`config.mk`:
```
export PLATFORM = sky130hd
export DESIGN_NAME = bsg_dmc_ui_burst_adapter_flat
export DESIGN_NICKNAME = d
export VERILOG_FILES = /design/src/rtl/bsg_dmc_ui_burst_adapter_if.sv /design/src/rtl/bsg_dmc_ui_burst_adapter.sv /design/src/flat_wrapper.sv
export SDC_FILE = /design/constraint.sdc
export NUM_CORES = 1
export LEC_CHECK = 0
export ABC_AREA = 1
export CAP_MARGIN = 25
export CORE_ASPECT_RATIO = 0.7
export CORE_UTILIZATION = 25
export DETAILED_ROUTE_END_ITERATION = 12
export PLACE_DENSITY = 0.42
export SLEW_MARGIN = 0
export SYNTH_ARGS = -nofsm -noshare
export SYNTH_HDL_FRONTEND = slang
export SYNTH_SLANG_ARGS = --single-unit
export TNS_END_PERCENT = 100
```
`constraint.sdc`:
```
create_clock -name clk_i -period 2.6 [get_ports clk_i]
set_input_delay 0.52 -clock clk_i [delete_from_list [all_inputs] [get_ports clk_i]]
set_output_delay 0.52 -clock clk_i [all_outputs]
set_load 0.005 [all_outputs]
```
`src/rtl/bsg_dmc_ui_burst_adapter_if.sv`:
```
// rtl/bsg_dmc_ui_burst_adapter_if.sv - UI request/data and DMC app_* signal bundle for the burst adapter
interface bsg_dmc_ui_burst_adapter_if #(
   parameter int ui_addr_width_p = 28,
   parameter int ui_data_width_p = 32
);
   localparam int mask_width_lp = ui_data_width_p / 8;

   // request stream
   logic                       req_v_i;
   logic                       req_write_i;
   logic [ui_addr_width_p-1:0] req_addr_i;
   logic                       req_ready_o;

   // write data stream
   logic                       wdata_v_i;
   logic [ui_data_width_p-1:0] wdata_i;
   logic [mask_width_lp-1:0]   wmask_i;
   logic                       wdata_ready_o;

   // read return stream
   logic                       rdata_v_o;
   logic [ui_data_width_p-1:0] rdata_o;
   logic                       rdata_last_o;
   logic                       rdata_yumi_i;

   // DMC app_* side
   logic [ui_addr_width_p-1:0] app_addr_o;
   logic [2:0]                 app_cmd_o;
   logic                       app_en_o;
   logic                       app_rdy_i;
   logic                       app_wdf_wren_o;
   logic [ui_data_width_p-1:0] app_wdf_data_o;
   logic [mask_width_lp-1:0]   app_wdf_mask_o;
   logic                       app_wdf_end_o;
   logic                       app_wdf_rdy_i;
   logic                       app_rd_data_valid_i;
   logic [ui_data_width_p-1:0] app_rd_data_i;
   logic                       app_rd_data_end_i;

   logic                       err_o;

   // adapter side
   modport slave (
      input  req_v_i, req_write_i, req_addr_i,
      output req_ready_o,
      input  wdata_v_i, wdata_i, wmask_i,
      output wdata_ready_o,
      output rdata_v_o, rdata_o, rdata_last_o,
      input  rdata_yumi_i,
      output app_addr_o, app_cmd_o, app_en_o,
      input  app_rdy_i,
      output app_wdf_wren_o, app_wdf_data_o, app_wdf_mask_o, app_wdf_end_o,
      input  app_wdf_rdy_i,
      input  app_rd_data_valid_i, app_rd_data_i, app_rd_data_end_i,
      output err_o
   );

   // requester / DMC model side
   modport master (
      output req_v_i, req_write_i, req_addr_i,
      input  req_ready_o,
      output wdata_v_i, wdata_i, wmask_i,
      input  wdata_ready_o,
      input  rdata_v_o, rdata_o, rdata_last_o,
      output rdata_yumi_i,
      input  app_addr_o, app_cmd_o, app_en_o,
      output app_rdy_i,
      input  app_wdf_wren_o, app_wdf_data_o, app_wdf_mask_o, app_wdf_end_o,
      output app_wdf_rdy_i,
      output app_rd_data_valid_i, app_rd_data_i, app_rd_data_end_i,
      input  err_o
   );
endinterface

```
`src/rtl/bsg_dmc_ui_burst_adapter.sv`:
```
// rtl/bsg_dmc_ui_burst_adapter.sv - UI request/wdata to DMC app_* bursts with credit-protected read FIFO; optional checks via BSG_DMC_UI_BURST_ADAPTER_CHECK_EN
module bsg_dmc_ui_burst_adapter #(
   parameter int ui_addr_width_p = 28,
   parameter int ui_data_width_p = 32,
   parameter int ui_burst_len_p  = 4,
   parameter int rd_fifo_els_p   = 8
) (
   input  logic clk_i,
   input  logic reset_n_i,
   bsg_dmc_ui_burst_adapter_if.slave bus
);
   localparam int lg_burst_lp     = $clog2(ui_burst_len_p);
   localparam int credit_width_lp = $clog2(rd_fifo_els_p + 1);
   localparam int ptr_width_lp    = (rd_fifo_els_p > 1) ? $clog2(rd_fifo_els_p) : 1;

   localparam logic [2:0] cmd_wr_lp = 3'b000;
   localparam logic [2:0] cmd_rd_lp = 3'b001;

   localparam logic [credit_width_lp-1:0] burst_credits_lp = credit_width_lp'(ui_burst_len_p);
   localparam logic [credit_width_lp-1:0] fifo_els_lp      = credit_width_lp'(rd_fifo_els_p);
   localparam logic [lg_burst_lp-1:0]     last_beat_lp     = lg_burst_lp'(ui_burst_len_p - 1);
   localparam logic [ptr_width_lp-1:0]    last_ptr_lp      = ptr_width_lp'(rd_fifo_els_p - 1);

   typedef enum logic [1:0] {IDLE, CMD, WDATA} state_e;

   state_e                     state_r;
   logic                       write_r;
   logic [lg_burst_lp-1:0]     wbeat_r;
   logic [lg_burst_lp-1:0]     rbeat_r;
   logic [credit_width_lp-1:0] credits_r;
   logic [credit_width_lp-1:0] count_r;
   logic [ptr_width_lp-1:0]    wptr_r;
   logic [ptr_width_lp-1:0]    rptr_r;
   logic [ui_data_width_p-1:0] data_mem_r [rd_fifo_els_p];
   logic [rd_fifo_els_p-1:0]   last_mem_r;

   logic in_wdata;
   logic req_fire;
   logic cmd_fire;
   logic rd_cmd_fire;
   logic wbeat_fire;
   logic wlast;
   logic rlast;
   logic enq;
   logic deq;

   assign in_wdata    = (state_r == WDATA);
   assign req_fire    = bus.req_v_i & bus.req_ready_o;
   assign cmd_fire    = bus.app_en_o & bus.app_rdy_i;
   assign rd_cmd_fire = cmd_fire & ~write_r;
   assign wlast       = (wbeat_r == last_beat_lp);
   assign wbeat_fire  = bus.app_wdf_wren_o & bus.app_wdf_rdy_i;
   assign rlast       = (rbeat_r == last_beat_lp);
   assign enq         = bus.app_rd_data_valid_i;
   assign deq         = bus.rdata_v_o & bus.rdata_yumi_i;

   // Reads are only taken when a whole burst of FIFO space is reserved, since
   // the DMC cannot be stalled once it starts returning data. Gated by reset
   // so the output drops immediately when reset is asserted.
   assign bus.req_ready_o = reset_n_i & (state_r == IDLE)
                          & (bus.req_write_i | (credits_r >= burst_credits_lp));

   // Write beats flow straight through while a write burst is in progress.
   assign bus.wdata_ready_o  = in_wdata & bus.app_wdf_rdy_i;
   assign bus.app_wdf_wren_o = in_wdata & bus.wdata_v_i;
   assign bus.app_wdf_data_o = in_wdata ? bus.wdata_i : '0;
   assign bus.app_wdf_mask_o = in_wdata ? bus.wmask_i : '0;
   assign bus.app_wdf_end_o  = bus.app_wdf_wren_o & wlast;

   // Read return: outputs masked when empty so stale entries never show.
   assign bus.rdata_v_o    = (count_r != '0);
   assign bus.rdata_o      = bus.rdata_v_o ? data_mem_r[rptr_r] : '0;
   assign bus.rdata_last_o = bus.rdata_v_o & last_mem_r[rptr_r];

   // Command FSM: latch request, hold command until accepted, then count write beats.
   always_ff @(posedge clk_i or negedge reset_n_i) begin
      if (!reset_n_i) begin
         state_r        <= IDLE;
         write_r        <= 1'b0;
         wbeat_r        <= '0;
         bus.app_en_o   <= 1'b0;
         bus.app_cmd_o  <= '0;
         bus.app_addr_o <= '0;
      end else begin
         case (state_r)
            IDLE: begin
               if (req_fire) begin
                  write_r        <= bus.req_write_i;
                  bus.app_addr_o <= bus.req_addr_i;
                  bus.app_cmd_o  <= bus.req_write_i ? cmd_wr_lp : cmd_rd_lp;
                  bus.app_en_o   <= 1'b1;
                  state_r        <= CMD;
               end
            end
            CMD: begin
               if (bus.app_rdy_i) begin
                  bus.app_en_o <= 1'b0;
                  wbeat_r      <= '0;
                  state_r      <= write_r ? WDATA : IDLE;
               end
            end
            WDATA: begin
               if (wbeat_fire) begin
                  wbeat_r <= wbeat_r + 1'b1;
                  if (wlast) begin
                     state_r <= IDLE;
                  end
               end
            end
            default: state_r <= IDLE;
         endcase
      end
   end

   // Credits track free FIFO space not yet promised to an issued read.
   always_ff @(posedge clk_i or negedge reset_n_i) begin
      if (!reset_n_i) begin
         credits_r <= fifo_els_lp;
      end else begin
         credits_r <= credits_r
                    - (rd_cmd_fire ? burst_credits_lp : '0)
                    + credit_width_lp'(deq);
      end
   end

   // FIFO pointers, occupancy and the read-beat counter that generates last.
   always_ff @(posedge clk_i or negedge reset_n_i) begin
      if (!reset_n_i) begin
         wptr_r  <= '0;
         rptr_r  <= '0;
         count_r <= '0;
         rbeat_r <= '0;
      end else begin
         if (enq) begin
            wptr_r  <= (wptr_r == last_ptr_lp) ? '0 : wptr_r + 1'b1;
            rbeat_r <= rbeat_r + 1'b1;
         end
         if (deq) begin
            rptr_r <= (rptr_r == last_ptr_lp) ? '0 : rptr_r + 1'b1;
         end
         count_r <= count_r + credit_width_lp'(enq) - credit_width_lp'(deq);
      end
   end

   // FIFO storage; contents are don't-care until written, so no reset.
   always_ff @(posedge clk_i) begin
      if (enq) begin
         data_mem_r[wptr_r] <= bus.app_rd_data_i;
         last_mem_r[wptr_r] <= rlast;
      end
   end

`ifdef BSG_DMC_UI_BURST_ADAPTER_CHECK_EN
   logic [credit_width_lp-1:0] outstanding;
   logic                       err_set;

   // Beats owed by the DMC: reserved space that is not yet filled.
   assign outstanding = fifo_els_lp - credits_r - count_r;
   assign err_set     = (enq & (bus.app_rd_data_end_i != rlast))
                      | (enq & (outstanding == '0))
                      | (cmd_fire & (|bus.app_addr_o[lg_burst_lp-1:0]));

   // Sticky protocol error flag.
   always_ff @(posedge clk_i or negedge reset_n_i) begin
      if (!reset_n_i) begin
         bus.err_o <= 1'b0;
      end else if (err_set) begin
         bus.err_o <= 1'b1;
      end
   end
`else
   logic unused_end;
   assign unused_end = bus.app_rd_data_end_i;
   assign bus.err_o  = 1'b0;
`endif

endmodule
```
`src/flat_wrapper.sv`:
```
// flat-port wrapper written by rule: the top's interface ports become plain ports
module bsg_dmc_ui_burst_adapter_flat 
#(
   parameter int ui_addr_width_p = 28,
   parameter int ui_data_width_p = 32,
   parameter int ui_burst_len_p  = 4,
   parameter int rd_fifo_els_p   = 8
)
  (clk_i, reset_n_i, bus_req_v_i, bus_req_write_i, bus_req_addr_i, bus_req_ready_o, bus_wdata_v_i, bus_wdata_i, bus_wmask_i, bus_wdata_ready_o, bus_rdata_v_o, bus_rdata_o, bus_rdata_last_o, bus_rdata_yumi_i, bus_app_addr_o, bus_app_cmd_o, bus_app_en_o, bus_app_rdy_i, bus_app_wdf_wren_o, bus_app_wdf_data_o, bus_app_wdf_mask_o, bus_app_wdf_end_o, bus_app_wdf_rdy_i, bus_app_rd_data_valid_i, bus_app_rd_data_i, bus_app_rd_data_end_i, bus_err_o);
  bsg_dmc_ui_burst_adapter_if #(.ui_addr_width_p(ui_addr_width_p), .ui_data_width_p(ui_data_width_p)) bus_i ();
  input  logic clk_i;
  input  logic reset_n_i;
  input wire logic [$bits(bus_i.req_v_i)-1:0] bus_req_v_i;
  input wire logic [$bits(bus_i.req_write_i)-1:0] bus_req_write_i;
  input wire logic [$bits(bus_i.req_addr_i)-1:0] bus_req_addr_i;
  output wire logic [$bits(bus_i.req_ready_o)-1:0] bus_req_ready_o;
  input wire logic [$bits(bus_i.wdata_v_i)-1:0] bus_wdata_v_i;
  input wire logic [$bits(bus_i.wdata_i)-1:0] bus_wdata_i;
  input wire logic [$bits(bus_i.wmask_i)-1:0] bus_wmask_i;
  output wire logic [$bits(bus_i.wdata_ready_o)-1:0] bus_wdata_ready_o;
  output wire logic [$bits(bus_i.rdata_v_o)-1:0] bus_rdata_v_o;
  output wire logic [$bits(bus_i.rdata_o)-1:0] bus_rdata_o;
  output wire logic [$bits(bus_i.rdata_last_o)-1:0] bus_rdata_last_o;
  input wire logic [$bits(bus_i.rdata_yumi_i)-1:0] bus_rdata_yumi_i;
  output wire logic [$bits(bus_i.app_addr_o)-1:0] bus_app_addr_o;
  output wire logic [$bits(bus_i.app_cmd_o)-1:0] bus_app_cmd_o;
  output wire logic [$bits(bus_i.app_en_o)-1:0] bus_app_en_o;
  input wire logic [$bits(bus_i.app_rdy_i)-1:0] bus_app_rdy_i;
  output wire logic [$bits(bus_i.app_wdf_wren_o)-1:0] bus_app_wdf_wren_o;
  output wire logic [$bits(bus_i.app_wdf_data_o)-1:0] bus_app_wdf_data_o;
  output wire logic [$bits(bus_i.app_wdf_mask_o)-1:0] bus_app_wdf_mask_o;
  output wire logic [$bits(bus_i.app_wdf_end_o)-1:0] bus_app_wdf_end_o;
  input wire logic [$bits(bus_i.app_wdf_rdy_i)-1:0] bus_app_wdf_rdy_i;
  input wire logic [$bits(bus_i.app_rd_data_valid_i)-1:0] bus_app_rd_data_valid_i;
  input wire logic [$bits(bus_i.app_rd_data_i)-1:0] bus_app_rd_data_i;
  input wire logic [$bits(bus_i.app_rd_data_end_i)-1:0] bus_app_rd_data_end_i;
  output wire logic [$bits(bus_i.err_o)-1:0] bus_err_o;
  assign bus_i.req_v_i = bus_req_v_i;
  assign bus_i.req_write_i = bus_req_write_i;
  assign bus_i.req_addr_i = bus_req_addr_i;
  assign bus_req_ready_o = bus_i.req_ready_o;
  assign bus_i.wdata_v_i = bus_wdata_v_i;
  assign bus_i.wdata_i = bus_wdata_i;
  assign bus_i.wmask_i = bus_wmask_i;
  assign bus_wdata_ready_o = bus_i.wdata_ready_o;
  assign bus_rdata_v_o = bus_i.rdata_v_o;
  assign bus_rdata_o = bus_i.rdata_o;
  assign bus_rdata_last_o = bus_i.rdata_last_o;
  assign bus_i.rdata_yumi_i = bus_rdata_yumi_i;
  assign bus_app_addr_o = bus_i.app_addr_o;
  assign bus_app_cmd_o = bus_i.app_cmd_o;
  assign bus_app_en_o = bus_i.app_en_o;
  assign bus_i.app_rdy_i = bus_app_rdy_i;
  assign bus_app_wdf_wren_o = bus_i.app_wdf_wren_o;
  assign bus_app_wdf_data_o = bus_i.app_wdf_data_o;
  assign bus_app_wdf_mask_o = bus_i.app_wdf_mask_o;
  assign bus_app_wdf_end_o = bus_i.app_wdf_end_o;
  assign bus_i.app_wdf_rdy_i = bus_app_wdf_rdy_i;
  assign bus_i.app_rd_data_valid_i = bus_app_rd_data_valid_i;
  assign bus_i.app_rd_data_i = bus_app_rd_data_i;
  assign bus_i.app_rd_data_end_i = bus_app_rd_data_end_i;
  assign bus_err_o = bus_i.err_o;
  bsg_dmc_ui_burst_adapter #(.ui_addr_width_p(ui_addr_width_p), .ui_data_width_p(ui_data_width_p), .ui_burst_len_p(ui_burst_len_p), .rd_fifo_els_p(rd_fifo_els_p)) u_core (.clk_i(clk_i), .reset_n_i(reset_n_i), .bus(bus_i));
endmodule
```
==> flow_metrics.env, run 1 <==
export IMPL_seqPwrFrac_pct=30.7
export IMPL_syn_avg_cell_area_sq_um=10.7
export IMPL_dr_pass1_iters=5
export IMPL_cts_tree="yes"
export IMPL_tightest_slew_ps=684
export IMPL_pwr_share_comb_pct=47.5
export IMPL_cts_root_buffer_cell="clkbuf_16"
export IMPL_layout_setup_ws_ps=-102
export IMPL_grt_pass1_vias=9497
export IMPL_finalCriticalPeriod_ps=2700
export IMPL_core_sq_um=51400
export IMPL_drt_total_wl_um=39500
export IMPL_dp_cells=2100
export IMPL_post_drt_wl_per_cell_um=17.7
export IMPL_die_w_um=276
export IMPL_start_util_pct=25.6
export IMPL_peakVddDrop_v=0.000603
export IMPL_cp_required_ps=2080
export IMPL_cellPowerDensity_nw_per_um2=1140
export IMPL_cts_max_level=2
export IMPL_synth_main_ff_cell="edfxtp_1"
export IMPL_fp_dieH_um=194
export IMPL_ys_seq_area_share_pct=69.9
export IMPL_rrSetupSlack_ps=630
export IMPL_slew_violations=0
export IMPL_grt_max_degree=52
export IMPL_die_area_sq_um=53600
export IMPL_yosysMostFrequentCell="nor2_1"
export IMPL_synthCells=1232
export IMPL_drtIter0Drc=529
export IMPL_power_mw=22.1
export IMPL_fin_setup_tns_ps=-868
export IMPL_fillers=4964
export IMPL_pre_cts_ws_ps=78.1
export IMPL_fin_skew_ps=25.6
export IMPL_rsz0062_at_grt="true"
export IMPL_postRouteAntennaNets=0
export IMPL_port_buffers=208
export IMPL_p_switching_mw=7.82
export IMPL_yosysUniqueCellTypes=28
export IMPL_outcome="complete, but fails checks"
export IMPL_r2r_cells=12
export IMPL_clock_path_buffers=3
export IMPL_cap_violations=0
export IMPL_clk_latency_ps=540
export IMPL_cp_start_kind="flip-flop"
export IMPL_synth_edf_count=264
export IMPL_intPower_mw=14.2
export IMPL_antenna_found_initial=3
export IMPL_synth_async_sr_flop_share_pct=16.2
export IMPL_grt_overflow=0
export IMPL_clkPwrFrac_pct=21.8
export IMPL_relSlewSlack_pct=54.4
export IMPL_io_pins=213
export IMPL_timing_worst_setup_path_type="flip-flop to output pin"
export IMPL_worstPathMaxFanout=6
export IMPL_dp_hpwl_um=21700
export IMPL_remaining_drc_errors=0
export IMPL_grt_pass1_wl_um=59700
export IMPL_via_count=9535
export IMPL_yosys_area_top_type="edfxtp_1"
export IMPL_cts_made_buffers=36
export IMPL_gp_congestion=0.746
export IMPL_timing_rr_start="u_core.count_r[2]"
export IMPL_viasPerCell=4.27
export IMPL_syn_to_final_growth_pct=46.7
export IMPL_grt_use_total_pct=14.6
export IMPL_end_kind="output pin"
export IMPL_clk_pin_slew_worst_paths_ps=60
export IMPL_std_cell_rows=69
export IMPL_min_delay_path_class="primary input to asynchronous set/reset pin"
export IMPL_finalSetupViolCount=19
export IMPL_leakage_nw=7.52
export IMPL_syn_area_sq_um=13200
export IMPL_netlist_area_leader_share_pct=60.2
export IMPL_fin_crit_sh_pct=104
export IMPL_fmax_ghz=0.370
export IMPL_hold_viol=0
export IMPL_finalNonFillerCells=2233
export IMPL_ys_ff_latch=315
export IMPL_cts_hold_buf=0
export IMPL_cts_sinks=315
export IMPL_layout_nets=1653
export IMPL_yosysWarnings=0
export IMPL_arrival_ps=2180
export IMPL_timing_rr_end="u_core.count_r[2]"
export IMPL_drive_gt1_share_pct=24.0
export IMPL_violations="negative setup slack"
export IMPL_yosys_top_cells_area="edfxtp_1 60%, nor2_1 11%, dfrtp_1 9.5%"
export IMPL_ys_top_cells_by_count="386 x nor2_1, 264 x edfxtp_1, 183 x nand2_1"
export IMPL_p_sw_share_pct=35.4
## power groups by stage
stage / clock network [mW] / logic [mW] / registers (mW)
3_5_place_dp: 0 / 7.88 / 6.82
4_1_cts: 4.97 / 9.86 / 6.73
2_1_floorplan: 0 / 3.93 / 6.78
3_3_place_gp: 0 / 7.90 / 6.80
6_report: 4.81 / 10.5 / 6.77
5_1_grt: 5.16 / 11.5 / 6.85
## routing by layer
metal  part of all wire (%)  vias to the layer above  global-route usage (%)
met3                    3.3                       53                    2.49
li1                       -                     4704                       -
met1                     49                     4647                    20.8
met5                  0.033                        -                       0
met4                    1.6                        2                    3.56
met2                     46                      129                    22.8
## how the worst max path moves through the flow
stage	slack (ps)	end	start	cells past startpoint
final	-100	bus_rdata_o[30]	u_core.rptr_r[0]	11
after global routing	-210	bus_rdata_o[16]	u_core.rptr_r[0]	11
after CTS	-160	bus_rdata_o[12]	u_core.rptr_r[0]	10
after detailed placement	80	bus_rdata_o[8]	u_core.rptr_r[0]	9
after global placement	50	bus_rdata_o[8]	u_core.rptr_r[0]	9
after floorplan	-180	u_core.data_mem_r[1][0]	bus_app_rd_data_valid_i	3
## worst max-delay path, stage by stage (launching register included)
cell,delay [ps]
dfrtp_4,460
buf_8,150
inv_16,50
buf_12,130
buf_12,130
buf_16,130
buf_12,130
o21ai_1,120
nand2_1,70
nor2_2,100
nor2_2,50
buf_2,120
## timing repair
action / in CTS / in global routing
resized for setup: 261 / 196
pin swaps: 70 / 138
endpoints found under the setup margin: 73 / 50
cloned: 18 / 5
buffers inserted: 41 / 10
## state kept, by name, indices dropped and copies added, names as in the netlist
signal	count
u_core.data_mem_r	256
u_core.write_r	1
u_core.rptr_r	3
u_core.wbeat_r	2
u_core.state_r	2
u_core.rbeat_r	2
u_core.last_mem_r	8
u_core.bus.app_en_o	1
u_core.bus.app_addr_o	28
u_core.credits_r	4
u_core.bus.app_cmd_o	1
u_core.wptr_r	3
u_core.count_r	4
## stage by stage
| step | utilization (%) | hold WS [ps] | area, sq um |
|---|---|---|---|
| after CTS | 36.4 | 148 | 18700 |
| after global placement | 32.1 | 459 | 16500 |
| after detailed placement | 32.1 | 464 | 16500 |
| final | 37.6 | 136 | 19300 |
| after global routing | 37.6 | 187 | 19300 |
| after floorplan | - | 224 | 13200 |
## cell type report
| class | instances | area [sq um] | area share, % |
|---|---|---|---|
| well taps | 674 | 843 | 4.36 |
| flip-flops and latches | 315 | 9210 | 47.7 |
| clock inverters | 11 | 63.8 | 0.330 |
| repair buffers | 325 | 3770 | 19.5 |
| multi-input cells | 785 | 4120 | 21.3 |
| inverters | 68 | 274 | 1.42 |
| diodes | 2 | 5.00 | 0.0259 |
| clock buffers | 53 | 1040 | 5.37 |
## logic make-up after synthesis
kind of cell,synth area share [%]
and+or+nand+nor,17.9
DFF,69.9
AOI/OAI and AO/OA,5.55
buffers and inverters,4.54
adders and majority gates,1.58
xor gates and xnor gates,0.399
other,0.0285
muxes,0.0855
## layout by cell type, fill, tap and decap left out, types with 34 or more instances in the layout
cell             synthesis  final
nor2_1                 386    283
edfxtp_1               264    264
nand2_1                183    181
clkdlybuf4s50_1          0    172
inv_1                   65     65
nor2_2                   0     61
o21ai_2                  0     60
o21ai_1                 69     56
dfrtp_1                 50     47
clkbuf_16                0     43
nor2_4                   0     42
nand3_1                 40     39
buf_4                   14     37
buf_12                   0     34
No activity file was read; power rests on OpenSTA's default activity.
==> run 2: changes to the inputs <==
--- a/config.mk
+++ b/config.mk
@@ -11,6 +11,7 @@
 export CORE_UTILIZATION = 25
 export DETAILED_ROUTE_END_ITERATION = 12
 export PLACE_DENSITY = 0.42
+export SETUP_SLACK_MARGIN = 0.3
 export SLEW_MARGIN = 0
 export SYNTH_ARGS = -nofsm -noshare
 export SYNTH_HDL_FRONTEND = slang
==> run 2 against run 1 <==
Against the previous run:
- the run still ends with negative setup slack left
- total power decreased by 0.91%
- wire length up 1.1%
- final area down 1.3%
- clock power is essentially flat
- critical path type unchanged
==> flow_metrics.env, run 2 (same netlist as run 1, synthesis figures left out) <==
export IMPL_outcome="complete, but fails checks"
export IMPL_violations="negative setup slack"
export IMPL_cellPowerDensity_nw_per_um2=1150
export IMPL_via_count=9587
export IMPL_finalCriticalPeriod_ps=2650
export IMPL_path_buf_inv=6
export IMPL_fin_skew_ps=24.5
export IMPL_end_kind="output pin"
export IMPL_drtIter0Drc=544
export IMPL_std_cell_rows=69
export IMPL_timing_worst_setup_path_type="flip-flop to output pin"
export IMPL_fillers=4997
export IMPL_grt_pass1_wl_um=60200
export IMPL_cp_required_ps=2080
export IMPL_path_cells="buf_12 -> clkinv_16 -> buf_12 -> buf_12 -> buf_6 -> o21ai_2 -> nand2_1 -> nor2_2 -> nor2_2 -> buf_2"
export IMPL_rsz0062_at_grt="true"
export IMPL_antenna_found_initial=2
export IMPL_cp_num_cells=10
export IMPL_fin_crit_sh_pct=102
export IMPL_cap_violations=0
export IMPL_holdWs_ps=139
export IMPL_core_sq_um=51400
export IMPL_critPathMaxStageDelay_ps=460
export IMPL_cp_start_kind="flip-flop"
export IMPL_largest_reg_flops=256
export IMPL_clk_latency_ps=540
export IMPL_finalNonFillerCells=2234
export IMPL_finalSetupViolCount=20
export IMPL_post_drt_wl_per_cell_um=17.9
export IMPL_cts_sinks=315
export IMPL_fp_dieH_um=194
export IMPL_cts_root_buffer_cell="clkbuf_16"
export IMPL_drive_gt1_share_pct=23.7
export IMPL_cts_max_level=2
export IMPL_relSlewSlack_pct=54.4
export IMPL_dp_hpwl_um=21700
export IMPL_worstPathMaxFanout=6
export IMPL_die_w_um=276
export IMPL_timing_rr_start="u_core.count_r[2]"
export IMPL_reg_top3="u_core.data_mem_r x256, u_core.bus.app_addr_o x28, u_core.last_mem_r x8"
export IMPL_cpMaxStageDelayCell="dfrtp_4"
export IMPL_dp_cells=2100
export IMPL_remaining_drc_errors=0
export IMPL_gp_congestion=0.746
export IMPL_peakVddDrop_v=0.000608
export IMPL_utilization_pct=37.1
export IMPL_startpoint="u_core.rptr_r[0]"
export IMPL_grt_max_degree=52
export IMPL_postRouteAntennaNets=0
export IMPL_layout_nets=1655
export IMPL_cts_hold_buf=0
export IMPL_r2r_cells=13
export IMPL_final_cell_mix="303 x nor2_1, 264 x edfxtp_1, 181 x nand2_1"
export IMPL_port_buffers=208
export IMPL_cpLargestDelayFamily="buffers and inverters"
export IMPL_crit_top_cell="buf_12"
export IMPL_arrival_ps=2130
export IMPL_leakage_nw=7.54
export IMPL_hold_viol=0
export IMPL_grt_use_total_pct=14.7
export IMPL_clk_pin_slew_worst_paths_ps=60
export IMPL_slew_violations=0
export IMPL_tightest_slew_ps=684
export IMPL_grt_pass1_vias=9476
export IMPL_layout_setup_ws_ps=-54.1
export IMPL_drt_total_wl_um=39900
export IMPL_layout_commonest_cell="nor2_1"
export IMPL_regMostFlops="u_core.data_mem_r"
export IMPL_die_area_sq_um=53600
export IMPL_viasPerCell=4.29
export IMPL_start_util_pct=25.6
export IMPL_cts_tree="yes"
export IMPL_clock_path_buffers=3
export IMPL_io_pins=213
export IMPL_syn_to_final_growth_pct=44.9
export IMPL_grt_overflow=0
export IMPL_cts_made_buffers=36
export IMPL_min_delay_path_class="primary input to asynchronous set/reset pin"
export IMPL_dr_pass1_iters=4
export IMPL_fmax_ghz=0.377
==> run 2: cell count changes in the layout (fill, tap and decap cells not counted), sizes merged <==
cell / previous run / this run
buf: 138 / 153
bufbuf: 2 / 4
clkbuf: 64 / 65
clkdlybuf4s15: 0 / 11
clkdlybuf4s50: 172 / 133
clkinv: 10 / 11
diode: 2 / 1
dlygate4sd2: 1 / 13
dlymetal6s2s: 1 / 0
==> run 2: power by group <==
group	total (mW)	switching, mW	internal, mW
logic	10.3	5.31	4.99
clock network	4.81	2.05	2.77
registers	6.75	0.350	6.40
==> run 2: layout make-up <==
| cell class | instances | area [sq um] | area share, % |
|---|---|---|---|
| Timing Repair Buffer | 326 | 3710 | 19.4 |
| Antenna cell | 1 | 2.50 | 0.0131 |
| Clock buffer | 53 | 1040 | 5.44 |
| Tap cell | 674 | 843 | 4.42 |
| Timing Repair inverter | 1 | 16.3 | 0.0852 |
| Sequential cell | 315 | 9210 | 48.3 |
| Multi-Input combinational cell | 785 | 3920 | 20.5 |
| Inverter | 68 | 284 | 1.49 |
| Clock inverter | 11 | 63.8 | 0.334 |
==> run 2: worst reg2reg max path: stages, from the launching register on <==
cell and delay (ps):
dfrtp_1 370, inv_2 80, ha_4 140, nand3_4 90, buf_12 160, buf_4 150
nand2_1 70, inv_1 60, nand2_1 70, o21ai_0 80, ha_1 200, inv_1 70
fa_1 400, inv_1 60
==> run 2: final timing paths <==
check / end / slack, ps
min in group clk_i: u_core.bus.app_addr_o[13] / 470
worst min-delay path: u_core.rbeat_r[1] / 140
worst min register to register: u_core.bus.app_addr_o[13] / 470
max in group asynchronous: u_core.rptr_r[0] / 1960
worst max-delay path: bus_rdata_o[26] / -50
worst max register to register: u_core.count_r[1] / 560
==> run 2: stage by stage <==
stage / setup TNS, ps / setup slack [ps] / cell area (sq um) / power, mW
final: -492 / -54.1 / 19100 / 21.9
after floorplan: -47270 / -184 / 13200 / 10.7
after global routing: -3050 / -160 / 19100 / 23.3
after global placement: 0 / 48.8 / 16500 / 14.7
after CTS: -1600 / -112 / 18700 / 21.5
after detailed placement: 0 / 78.1 / 16500 / 14.7
==> run 2: repair_timing <==
item / in CTS / in global routing
gates cloned: 21 / 3
buffers inserted: 39 / 6
pin swaps: 68 / 84
setup endpoints to repair: 75 / 54
gates resized for setup: 345 / 153
==> run 2: layer usage <==
metal / track usage, % / up-vias / share of wire (%)
li1: - / 4707 / -
met1: 21.3 / 4682 / 49
met2: 23.1 / 148 / 46
met3: 2.45 / 48 / 3.8
met4: 3.15 / 2 / 1.4
met5: 0 / - / 0.033
==> run 3: changes to the inputs <==
==> constraint.sdc (replaced) <==
create_clock -name clk_i -period 3.4 [get_ports clk_i]
set_input_delay 0.68 -clock clk_i [delete_from_list [all_inputs] [get_ports clk_i]]
set_output_delay 0.68 -clock clk_i [all_outputs]
set_load 0.005 [all_outputs]
==> run 3 against run 2 <==
Against the previous run:
- clock skew is 8.0 ps lower
- critical endpoint is now bus_rdata_o[10]
- via count is 5.0% lower
- the flow now finishes without violations
- cell count is 2.2% lower
- first-iteration DRC count stayed put
- wire length is 4.4% lower
- register-to-register slack better by 410 ps
- final area is 6.3% lower
==> flow_metrics.env, run 3 (same netlist as run 1, synthesis figures left out) <==
export IMPL_outcome="complete, no violations"
export IMPL_core_sq_um=51400
export IMPL_cellPowerDensity_nw_per_um2=847
export IMPL_largest_reg_flops=256
export IMPL_syn_to_final_growth_pct=35.8
export IMPL_die_area_sq_um=53600
export IMPL_die_w_um=276
export IMPL_clk_latency_ps=520
export IMPL_viasPerCell=4.17
export IMPL_fillers=5074
export IMPL_start_util_pct=25.6
export IMPL_postRouteAntennaNets=0
export IMPL_pwr_share_comb_pct=41.8
export IMPL_finalCriticalPeriod_ps=3040
export IMPL_dp_cells=2088
export IMPL_highest_layer="met5"
export IMPL_met1_length_um=18600
export IMPL_cp_start_kind="flip-flop"
export IMPL_cp_required_ps=2720
export IMPL_cts_tree="yes"
export IMPL_regMostFlops="u_core.data_mem_r"
export IMPL_grt_overflow=0
export IMPL_clk_pin_slew_worst_paths_ps=60
export IMPL_tightest_slew_ps=699
export IMPL_fin_setup_tns_ps=0
export IMPL_grt_max_degree=68
export IMPL_wl_met3_um=1630
export IMPL_dp_hpwl_um=21400
export IMPL_fin_skew_ps=16.4
export IMPL_final_cell_mix="362 x nor2_1, 264 x edfxtp_1, 183 x nand2_1"
export IMPL_gp_congestion=0.753
export IMPL_layout_nets=1605
export IMPL_arrival_ps=2360
export IMPL_fmax_ghz=0.329
export IMPL_hold_viol=0
export IMPL_intPower_mw=9.86
export IMPL_timing_worst_setup_path_type="flip-flop to output pin"
export IMPL_drt_total_wl_um=38200
export IMPL_post_drt_wl_per_cell_um=17.5
export IMPL_grt_pass1_vias=9049
export IMPL_path_cells="buf_12 -> buf_4 -> buf_16 -> nor2_1 -> nor2_1 -> o21ai_1 -> nand3_1 -> nand2_1 -> nor2_2 -> clkdlybuf4s50_1"
export IMPL_cts_max_level=2
export IMPL_finalSetupViolCount=0
export IMPL_cts_sinks=315
export IMPL_remaining_drc_errors=0
export IMPL_relSlewSlack_pct=53.4
export IMPL_io_pins=213
export IMPL_critPathMaxStageDelay_ps=500
export IMPL_drive_gt1_share_pct=10.1
export IMPL_clock_path_buffers=3
export IMPL_leakage_nw=7.08
export IMPL_port_buffers=208
export IMPL_layout_commonest_cell="nor2_1"
export IMPL_rrSetupSlack_ps=970
export IMPL_std_cell_rows=69
export IMPL_clkPwrFrac_pct=23.9
export IMPL_slew_violations=0
export IMPL_cap_violations=0
export IMPL_fin_crit_sh_pct=89.5
export IMPL_via_count=9110
export IMPL_fp_dieH_um=194
export IMPL_dr_wl_met2_um=17400
export IMPL_cpMaxStageDelayCell="clkdlybuf4s50_1"
export IMPL_rsz0062_at_grt="true"
export IMPL_grt_use_total_pct=14.1
export IMPL_r2r_cells=12
export IMPL_min_delay_path_class="primary input to asynchronous set/reset pin"
export IMPL_p_sw_share_pct=34.9
export IMPL_finalNonFillerCells=2184
export IMPL_dr_pass1_iters=4
export IMPL_grt_pass1_wl_um=57600
export IMPL_p_switching_mw=5.29
export IMPL_cts_root_buffer_cell="clkbuf_16"
export IMPL_seqPwrFrac_pct=34.2
export IMPL_drtIter0Drc=544
export IMPL_end_kind="output pin"
export IMPL_worstPathMaxFanout=14
export IMPL_cts_made_buffers=34
export IMPL_reg_top3="u_core.data_mem_r x256, u_core.bus.app_addr_o x28, u_core.last_mem_r x8"
export IMPL_peakVddDrop_v=0.000409
export IMPL_crit_top_cell="nor2_1"
export IMPL_antenna_found_initial=5
-- run 3: layout make-up --
cell class              instances  area, sq um  share of cell area [%]
diodes                          2         5.00                  0.0280
well taps                     674          843                    4.71
multi-input cells             785         3490                    19.5
clock inverters                10         73.8                   0.413
flip-flops and latches        315         9210                    51.5
clock buffers                  51          996                    5.57
inverters                      68          272                    1.52
repair inverters                4         42.5                   0.238
repair buffers                275         2950                    16.5
-- run 3: layer usage --
layer	vias up	global-route usage, %
met4	4	2.73
li1	4595	-
met3	43	2.64
met1	4325	20.2
met5	-	0
met2	143	22.2
-- run 3: power by group through the flow --
stage | clock (mW) | combinational (mW) | sequential (mW)
finish | 3.63 | 6.33 | 5.18
global route | 3.90 | 7.05 | 5.26
CTS | 3.75 | 6.37 | 5.19
detailed placement | 0 | 5.74 | 5.26
global placement | 0 | 5.74 | 5.25
floorplan | 0 | 3.01 | 5.19
-- run 3: path summary, 6_finish.rpt --
| check | start | to |
|---|---|---|
| max reg2reg | u_core.count_r[2] | u_core.count_r[2] |
| min | reset_n_i | u_core.bus.app_addr_o[19] |
| max in group asynchronous | reset_n_i | u_core.rptr_r[0] |
| min in group clk_i | u_core.bus.app_addr_o[14] | u_core.bus.app_addr_o[14] |
| max | u_core.rptr_r[0] | bus_rdata_o[10] |
| min reg2reg | u_core.bus.app_addr_o[14] | u_core.bus.app_addr_o[14] |
-- run 3: metrics by stage --
step / setup slack [ps] / power [mW] / cell area, sq um / hold slack (ps) / utilization, %
after floorplan: 456 / 8.20 / 13200 / 384 / -
after global placement: 525 / 11.0 / 16200 / 460 / 31.6
after detailed placement: 532 / 11.0 / 16200 / 468 / 31.6
after CTS: 256 / 15.3 / 17700 / 328 / 34.5
after global routing: 214 / 16.2 / 17900 / 355 / 34.8
final: 358 / 15.1 / 17900 / 324 / 34.8
-- run 3: what timing repair did --
item / CTS / global route
pin swaps: 10 / 0
gates cloned: 10 / 1
resized for setup: 50 / 22
hold buffers: 0 / 0
buffers inserted: 10 / 12
endpoints found under the setup margin: 33 / 16
-- run 3: critical path, delay by kind of cell (launching register included) --
kind,cells,cell delay [ps]
compound gates,1,60
simple gates,5,380
flops,1,470
buf+inv,4,940
